File: src/rtl/edge_row_packer.sv
// edge_row_packer: packs the serial edge-bit stream into per-row words,
// queues them in a small show-ahead FIFO and offers them on valid/ready.
// The edge source cannot stall, so a row that finds the FIFO full is
// dropped and a sticky overflow flag is raised instead.
module edge_row_packer #(
    parameter int IMG_DIM    = 20,
    parameter int FIFO_DEPTH = 4,
    parameter int IDX_W      = 5
) (
    input  logic               clk,
    input  logic               reset,
    input  logic               edge_in,
    input  logic               edge_valid,
    input  logic               clear,
    output logic [IMG_DIM-1:0] row_data,
    output logic [IDX_W-1:0]   row_idx,
    output logic               row_valid,
    input  logic               row_ready,
    output logic               frame_done,
    output logic               overflow
);

    localparam int PTR_W  = $clog2(FIFO_DEPTH);
    localparam int CNT_W  = PTR_W + 1;
    localparam int WORD_W = IMG_DIM + IDX_W;
    localparam logic [IDX_W-1:0] LAST_IDX = IDX_W'(IMG_DIM - 1);

    typedef enum logic [1:0] {
        IDLE = 2'd0,
        RECV = 2'd1,
        DONE = 2'd2
    } state_t;

    state_t               state_reg, state_next;
    logic [IDX_W-1:0]     col_reg, row_reg;
    logic [IMG_DIM-1:0]   partial_reg;
    logic [IMG_DIM-1:0]   row_word;
    logic [PTR_W-1:0]     wr_ptr_reg, rd_ptr_reg;
    logic [CNT_W-1:0]     count_reg;
    logic                 overflow_reg;
    logic [WORD_W-1:0]    mem [FIFO_DEPTH];
    logic [WORD_W-1:0]    head;

    logic accept, row_end, frame_end;
    logic fifo_empty, fifo_full, pop, push_ok, drop;

    // clear wins over a bit arriving in the same cycle
    assign accept    = edge_valid & ~clear;
    assign row_end   = accept & (col_reg == LAST_IDX);
    assign frame_end = row_end & (row_reg == LAST_IDX);

    // Partial row with the incoming bit merged in at the current column
    genvar gi;
    generate
        for (gi = 0; gi < IMG_DIM; gi++) begin : g_bit
            assign row_word[gi] = (col_reg == IDX_W'(gi)) ? edge_in : partial_reg[gi];
        end
    endgenerate

    assign fifo_empty = (count_reg == '0);
    assign fifo_full  = (count_reg == CNT_W'(FIFO_DEPTH));
    assign pop        = ~fifo_empty & row_ready & ~clear;
    // A pop on the same edge frees the slot, so a full FIFO still accepts
    assign push_ok    = row_end & (~fifo_full | pop);
    assign drop       = row_end & fifo_full & ~pop;
    assign head       = mem[rd_ptr_reg];

    // Column/row counters and the partial-row shift target
    always_ff @(posedge clk or negedge reset) begin
        if (!reset) begin
            col_reg     <= '0;
            row_reg     <= '0;
            partial_reg <= '0;
        end else if (clear) begin
            col_reg     <= '0;
            row_reg     <= '0;
            partial_reg <= '0;
        end else if (accept) begin
            if (col_reg == LAST_IDX) begin
                col_reg     <= '0;
                partial_reg <= '0;
                row_reg     <= (row_reg == LAST_IDX) ? '0 : row_reg + IDX_W'(1);
            end else begin
                col_reg     <= col_reg + IDX_W'(1);
                partial_reg <= row_word;
            end
        end
    end

    // FIFO storage; contents are only meaningful where count says so
    always_ff @(posedge clk) begin
        if (push_ok) begin
            mem[wr_ptr_reg] <= {row_reg, row_word};
        end
    end

    // FIFO pointers and occupancy
    always_ff @(posedge clk or negedge reset) begin
        if (!reset) begin
            wr_ptr_reg <= '0;
            rd_ptr_reg <= '0;
            count_reg  <= '0;
        end else if (clear) begin
            wr_ptr_reg <= '0;
            rd_ptr_reg <= '0;
            count_reg  <= '0;
        end else begin
            if (push_ok) wr_ptr_reg <= wr_ptr_reg + PTR_W'(1);
            if (pop)     rd_ptr_reg <= rd_ptr_reg + PTR_W'(1);
            case ({push_ok, pop})
                2'b10:   count_reg <= count_reg + CNT_W'(1);
                2'b01:   count_reg <= count_reg - CNT_W'(1);
                default: count_reg <= count_reg;
            endcase
        end
    end

    // Sticky overflow on a dropped row
    always_ff @(posedge clk or negedge reset) begin
        if (!reset) begin
            overflow_reg <= 1'b0;
        end else if (clear) begin
            overflow_reg <= 1'b0;
        end else if (drop) begin
            overflow_reg <= 1'b1;
        end
    end

    // Frame FSM state register
    always_ff @(posedge clk or negedge reset) begin
        if (!reset) begin
            state_reg <= IDLE;
        end else begin
            state_reg <= state_next;
        end
    end

    // Frame FSM next-state logic
    always_comb begin
        state_next = state_reg;
        if (clear) begin
            state_next = IDLE;
        end else begin
            case (state_reg)
                IDLE:    if (accept) state_next = frame_end ? DONE : RECV;
                RECV:    if (frame_end) state_next = DONE;
                DONE:    state_next = accept ? (frame_end ? DONE : RECV) : IDLE;
                default: state_next = IDLE;
            endcase
        end
    end

    // Outputs: frame pulse from FSM, show-ahead head gated by occupancy
    always_comb begin
        frame_done = (state_reg == DONE);
        overflow   = overflow_reg;
        row_valid  = ~fifo_empty;
        row_data   = '0;
        row_idx    = '0;
        if (!fifo_empty) begin
            row_data = head[IMG_DIM-1:0];
            row_idx  = head[WORD_W-1:IMG_DIM];
        end
    end

endmodule
File: config.mk
export PLATFORM = sky130hd
export DESIGN_NAME = edge_row_packer
export DESIGN_NICKNAME = d
export VERILOG_FILES = /design/src/rtl/edge_row_packer.sv
export SDC_FILE = /design/constraint.sdc
export NUM_CORES = 1
export LEC_CHECK = 0
export CAP_MARGIN = 5
export CORE_ASPECT_RATIO = 0.8
export CORE_MARGIN = 2
export CORE_UTILIZATION = 39
export DETAILED_ROUTE_END_ITERATION = 10
export SKIP_LAST_GASP = 1
export SLEW_MARGIN = 10
export SYNTH_ARGS = -nofsm -noshare
export SYNTH_HDL_FRONTEND = slang
export SYNTH_SLANG_ARGS = --single-unit
File: constraint.sdc
create_clock -name clk -period 2.78 [get_ports clk]
set_input_delay 0.417 -clock clk [delete_from_list [all_inputs] [get_ports clk]]
set_output_delay 0.417 -clock clk [all_outputs]
set_load 0.005 [all_outputs]
== Word level (Yosys, flattened, before mapping) ==
Memories as Yosys holds them, arrays and structs flattened.
Index checks and enable logic that the tools add are counted.

* Bits in read-only memories: 0
* Bits in latches: 0
* RAM bits: 100
* Word-level logic and storage cells: 114
* Bits in registers: 40
* Input bits: 6
* Memories: 1

{| class="wikitable"
|+ Memory list
! name !! depth !! width !! rd ports !! clocked after Yosys merged registers in !! wr ports !! line !! RTL
|-
| mem || 4 || 25 || 1 || 0 || 1 || 41 || <nowiki>logic [WORD_W-1:0] mem [FIFO_DEPTH];</nowiki>
|}

* $lt $le $gt $ge: 0
* Add/subtract/negate cells: 6
* Multiply operators: 0
* Reductions and logical operators: 11
* Div/mod/pow operators: 0
* Multiplexer cells: 48
* Bitwise logic cells: 13
* Eq/ne operators: 27
* Shift operators: 0

{| class="wikitable"
|+ Operator list
! cell !! number
|-
| $mux 20 || 4
|-
| $eq 5x4->1 const B || 8
|-
| $mux 5 || 8
|-
| $eq 5x5->1 const B || 5
|-
| $mux 1 || 24
|-
| $eq 5x3->1 const B || 4
|-
| $mux 2 || 9
|-
| $add 5x1->5 const B || 2
|-
| $eq 5x2->1 const B || 2
|-
| $reduce_bool 2->1 || 5
|-
| $and 1x1->1 || 8
|-
| $ne 3x3->1 const B || 2
|-
| $pmux 2 s3 || 1
|-
| $pmux 3 s2 || 1
|-
| $eq 5x1->1 const B || 1
|-
| $logic_not 5->1 || 1
|-
| $add 2x1->2 const B || 2
|-
| $eq 2x1->1 const B || 2
|-
| $eq 2x2->1 const B || 2
|-
| $not 1->1 || 4
|-
| $reduce_and 2->1 || 2
|-
| $add 3x1->3 const B || 1
|-
| $eq 3x3->1 const B || 1
|-
| $logic_not 3->1 || 1
|-
| other kinds (5) || 5
|}

== Longest topological paths before layout ==
* Depth after elaboration: 9
* Mapped depth: 10
* Depth with buffers taken out: 10

== Worst setup path after synthesis ==
Ideal clock, no wire load.

* Path kind: register to register
* Start: reg col_reg[0]
* End: reg count_reg[2]
* Required time: 2698 ps
* Arrival: 2274 ps
* Cell stages (with the launch flop): 11
* Path buffers: 0
* Setup slack: 424 ps
* Clock period less this slack: 2356 ps
* Path through: dfrtp_1 -> ha_1 -> nand2_1 -> nor2_8 -> nor2_1 -> nand3_1 -> fa_1 -> nand2_1 -> a21oi_1 -> or3b_1 -> a31oi_1

* Word-level cells in the longest chain between the ends: 6
* Elaborated cells between the ends (all ways): 8
* Classes of those cells: eq/ne (3); mux (2); bitwise (2); reduce/logical (1)

{| class="wikitable"
|+ RTL lines
! what !! line !! RTL
|-
| from (decl) || 35 || <nowiki>logic [IDX_W-1:0] col_reg, row_reg;</nowiki>
|-
| from (signal assigned) || 84 || <nowiki>col_reg <= col_reg + IDX_W'(1);</nowiki>
|-
| $eq 5x5->1 * || 49 || <nowiki>assign row_end = accept & (col_reg == LAST_IDX);</nowiki>
|-
| $and 1x1->1 * || 49 ||
|-
| $and 1x1->1 * || 64 || <nowiki>assign push_ok = row_end & (~fifo_full | pop);</nowiki>
|-
| $eq 2x1->1 / $eq 2x2->1 (equally long branches) || 110 || <nowiki>case ({push_ok, pop})</nowiki>
|-
| $pmux 3 s2 || 110 ||
|-
| $mux 3 || 103 || <nowiki>end else if (clear) begin</nowiki>
|-
| to (signal assigned) || 111 || <nowiki>2'b10: count_reg <= count_reg + CNT_W'(1);</nowiki>
|-
| to (signal assigned) || 112 || <nowiki>2'b01: count_reg <= count_reg - CNT_W'(1);</nowiki>
|-
| to (signal assigned) || 113 || <nowiki>default: count_reg <= count_reg;</nowiki>
|-
| to (decl) || 39 || <nowiki>logic [CNT_W-1:0] count_reg;</nowiki>
|}

Every way passes the cells marked *; elsewhere a longest branch is shown, timed or not.
A chain may end at the register's enable or synchronous reset.

== Final worst setup path ==
* Start: reg rd_ptr_reg[0]
* End: out row_data[3]

* Word-level cells in the longest chain between the ends: 2

{| class="wikitable"
|+ RTL lines
! what !! line !! RTL
|-
| from (decl) || 38 || <nowiki>logic [PTR_W-1:0] wr_ptr_reg, rd_ptr_reg;</nowiki>
|-
| from (signal assigned) || 109 || <nowiki>if (pop) rd_ptr_reg <= rd_ptr_reg + PTR_W'(1);</nowiki>
|-
| $mem_v2 4x25 || -- ||
|-
| $mux 20 || 160 || <nowiki>if (!fifo_empty) begin</nowiki>
|-
| to (decl) || 15 || <nowiki>output logic [IMG_DIM-1:0] row_data,</nowiki>
|}

No other way between the ends.

==> impl_metrics.csv <==
group,metric,value,unit
run_status,status,"finished, final reports clean",
yosys,synth_nets,417,
final_layout,areaGrowthSynthToFinish,21.8,%
critical_path,start_kind,"flip-flop",
yosys,syn_area_per_cell,15.4,sq um
final_layout,nets,472,
sta,max_clock_freq,0.378,GHz
flow_run,maxCapViolCount,0,
clocking,numCtsBuffers,17,
routing,avgRoutedWirePerCell,19.2,um
clocking,cts.sinks,140,
yosys,synthDistinctLibCells,47,
floorplan,rows,41,
clocking,cts_tree,"done",
routing,firstDrtPassIters,4,
final_layout,fillers,1362,
routing,ant_nets,0,
final_layout,diodes,0,
sta,hold_ws,0.0264,ns
grt,grt_max_degree,28,
clocking,clk_latency,0.42,ns
routing,via_per_inst,5.22,
sta,postLayoutSetupSlackWorst,0.131,ns
yosys,seq_area_frac_synth,65.2,%
critical_path,crit_path_end_kind,"primary output",
critical_path,worst-setup-path-type,"reg -> out",
yosys,synth_enable_flop_cells,100,
placed_design,placement.io_buffers,33,
power,ir_worst_vdd,0.434,mV
clocking,postCtsHoldBufs,0,
yosys,ys_seq_elements,140,
clocking,cts-root-buf,"clkbuf_16",
placed_design,globalplace.congestion,0.828,
routing,via_count,3564,
final_layout,finalNonFillerCells,683,
grt,grt.overflow.total,0,
hold_path,min_path_type,"in -> async",
sta,min_period,2.65,ns
grt,antenna_found_initial,0,
sta,fin_skew,0.00908,ns
floorplan,die_y,116,um
yosys,async_flop_share,28.6,%
floorplan,dieArea,16800,sq um
sta,final.period_utilization,95.3,%
placed_design,place.detailed.hpwl,8.31,mm
grt,grt_pass1_vias,3757,
final_layout,multi_input_comb_area,2000,sq um
placed_design,post-place-ws,0.270,ns
sta,setup_tns,0,ns
yosys,synth-warning-count,0,
yosys,syn_area,6140,sq um
sta,slew_headroom,47.4,%
sta,rsz0062_at_grt,"false",
final_layout,drive_above_1_share,22.9,%
clocking,htreeDepth,4,
sta,finalSetupViolCount,0,
sta,finalHoldViolCount,0,
yosys,synth_top_flop_cell,"edfxtp_1",
yosys,syn_inst,400,
sta,worstMarginPinSlew,0.787,ns
routing,drt_iter0_drc,203,
floorplan,start_util,39.4,%
critical_path,cp.required,2.36,ns
floorplan,core_region_area,15600,sq um
placed_design,place_inst,651,
final_layout,largest_register_ffs,100,
grt,track_usage,17.0,%
critical_path,cp_max_fo,18,
floorplan,die_w,144,um
power,power_leakage,2.74,nW
final_layout,final-seq-area,4010,sq um
grt,grt_pass1_wl,20.6,mm
sta,drv_slew,0,
clocking,clk_pin_slew_worst_paths,0.06,ns
clocking,cts_buffer_depth,2,
routing,drc,0,
final_layout,final_core_util,48.0,%
power,power_density,613,nW/um^2
critical_path,arrival,2.23,ns
floorplan,io_pins,34,
routing,drt-total-wl,13.1,mm
==> stage by stage <==
stage / cell area, sq um / power [mW]
2_1_floorplan: 6140 / 2.33
3_3_place_gp: 6890 / 2.37
3_5_place_dp: 6890 / 2.38
4_1_cts: 7480 / 4.64
5_1_grt: 7480 / 4.75
6_report: 7480 / 4.59
==> final timing paths <==
| check | startpoint | endpoint | slack (ns) | cells past startpoint |
|---|---|---|---|---|
| min in group clk | partial_reg[0]$_DFFE_PN0N_ | partial_reg[0]$_DFFE_PN0N_ | 0.49 | 1 |
| worst max register to register | col_reg[0]$_DFFE_PN0N_ | count_reg[2]$_DFFE_PN0P_ | 0.31 | 10 |
| worst min-delay path | reset | partial_reg[19]$_DFFE_PN0N_ | 0.03 | 1 |
| worst min register to register | partial_reg[0]$_DFFE_PN0N_ | partial_reg[0]$_DFFE_PN0N_ | 0.49 | 1 |
| max in group asynchronous | reset | partial_reg[18]$_DFFE_PN0N_ | 2.09 | 2 |
| worst max-delay path | rd_ptr_reg[0]$_DFFE_PN0P_ | row_data[3] | 0.13 | 4 |
==> cell families after synthesis <==
family	Yosys count	synth area share, %
simple gates	118	10.8
flops	140	65.2
fa+ha+maj	11	2.36
compound gates	45	5.52
mux	46	13.1
xor+xnor	5	0.713
buf+inv	35	2.34
==> critical path, stage by stage (launching register included) <==
cell and delay (ns):
dfrtp_2 0.37, buf_6 0.27, mux4_2 0.55, and2_1 0.18, clkdlybuf4s50_1 0.44
==> cell type report <==
cell class              instances  area share, %
clock inverters                14           2.11
well taps                     215           3.60
flip-flops and latches        140           53.5
clock buffers                  18           5.74
inverters                      12          0.602
multi-input cells             225           26.7
repair buffers                 59           7.68
==> layout by cell type (no fill, tap or decap), types with 3 or more instances in the layout <==
| master | n |
|---|---|
| a21oi_1 | 9 |
| a32o_1 | 17 |
| and2_1 | 31 |
| buf_12 | 4 |
| buf_4 | 21 |
| clkbuf_16 | 17 |
| clkdlybuf4s50_1 | 32 |
| dfrtp_1 | 39 |
| edfxtp_1 | 100 |
| ha_1 | 10 |
| inv_1 | 12 |
| inv_6 | 7 |
| mux2_1 | 4 |
| mux2_2 | 16 |
| mux4_2 | 25 |
| nand2_1 | 17 |
| nand2b_1 | 8 |
| nand3_1 | 7 |
| nor2_1 | 23 |
| nor2b_1 | 4 |
| nor3_1 | 10 |
| o21ai_0 | 5 |
| o21ai_1 | 3 |
| xor2_1 | 3 |
==> repair_timing <==
action	in CTS	in global routing
setup endpoints to repair	18	0
resized for setup	2	0
buffers inserted	0	0
endpoints found under the hold margin	0	0
==> layer usage <==
layer  part of all wire [%]  wire (um)  up-vias  GRT usage (%)
met4                   0.62         81        0           5.44
met2                     46       5980       87           25.8
met1                     48       6330     1834           24.6
li1                       -          -     1632              -
met5                      0          0        -              0
met3                    5.3        691       11           4.06
==> power by group <==
part           internal [mW]  switching, mW  total [mW]
registers               2.23        0.00481        2.23
logic                 0.0323         0.0707       0.103
clock network           1.34          0.913        2.25
==> cell usage after synthesis, types with 8 or more instances <==
| cell | n | area share, % |
|---|---|---|
| mux4_2 | 25 | 9.2 |
| nor3_1 | 10 | 0.81 |
| dfrtp_1 | 40 | 16 |
| and2_1 | 31 | 3.2 |
| edfxtp_1 | 100 | 49 |
| nand2b_1 | 8 | 0.81 |
| a21oi_1 | 9 | 0.73 |
| inv_1 | 12 | 0.73 |
| clkbuf_1 | 12 | 0.73 |
| ha_1 | 10 | 2.0 |
| nand2_1 | 17 | 1.0 |
| mux2_2 | 16 | 2.9 |
| a32o_1 | 17 | 2.8 |
| nor2_1 | 23 | 1.4 |
Note: power is estimated with default switching activity, not from simulation.
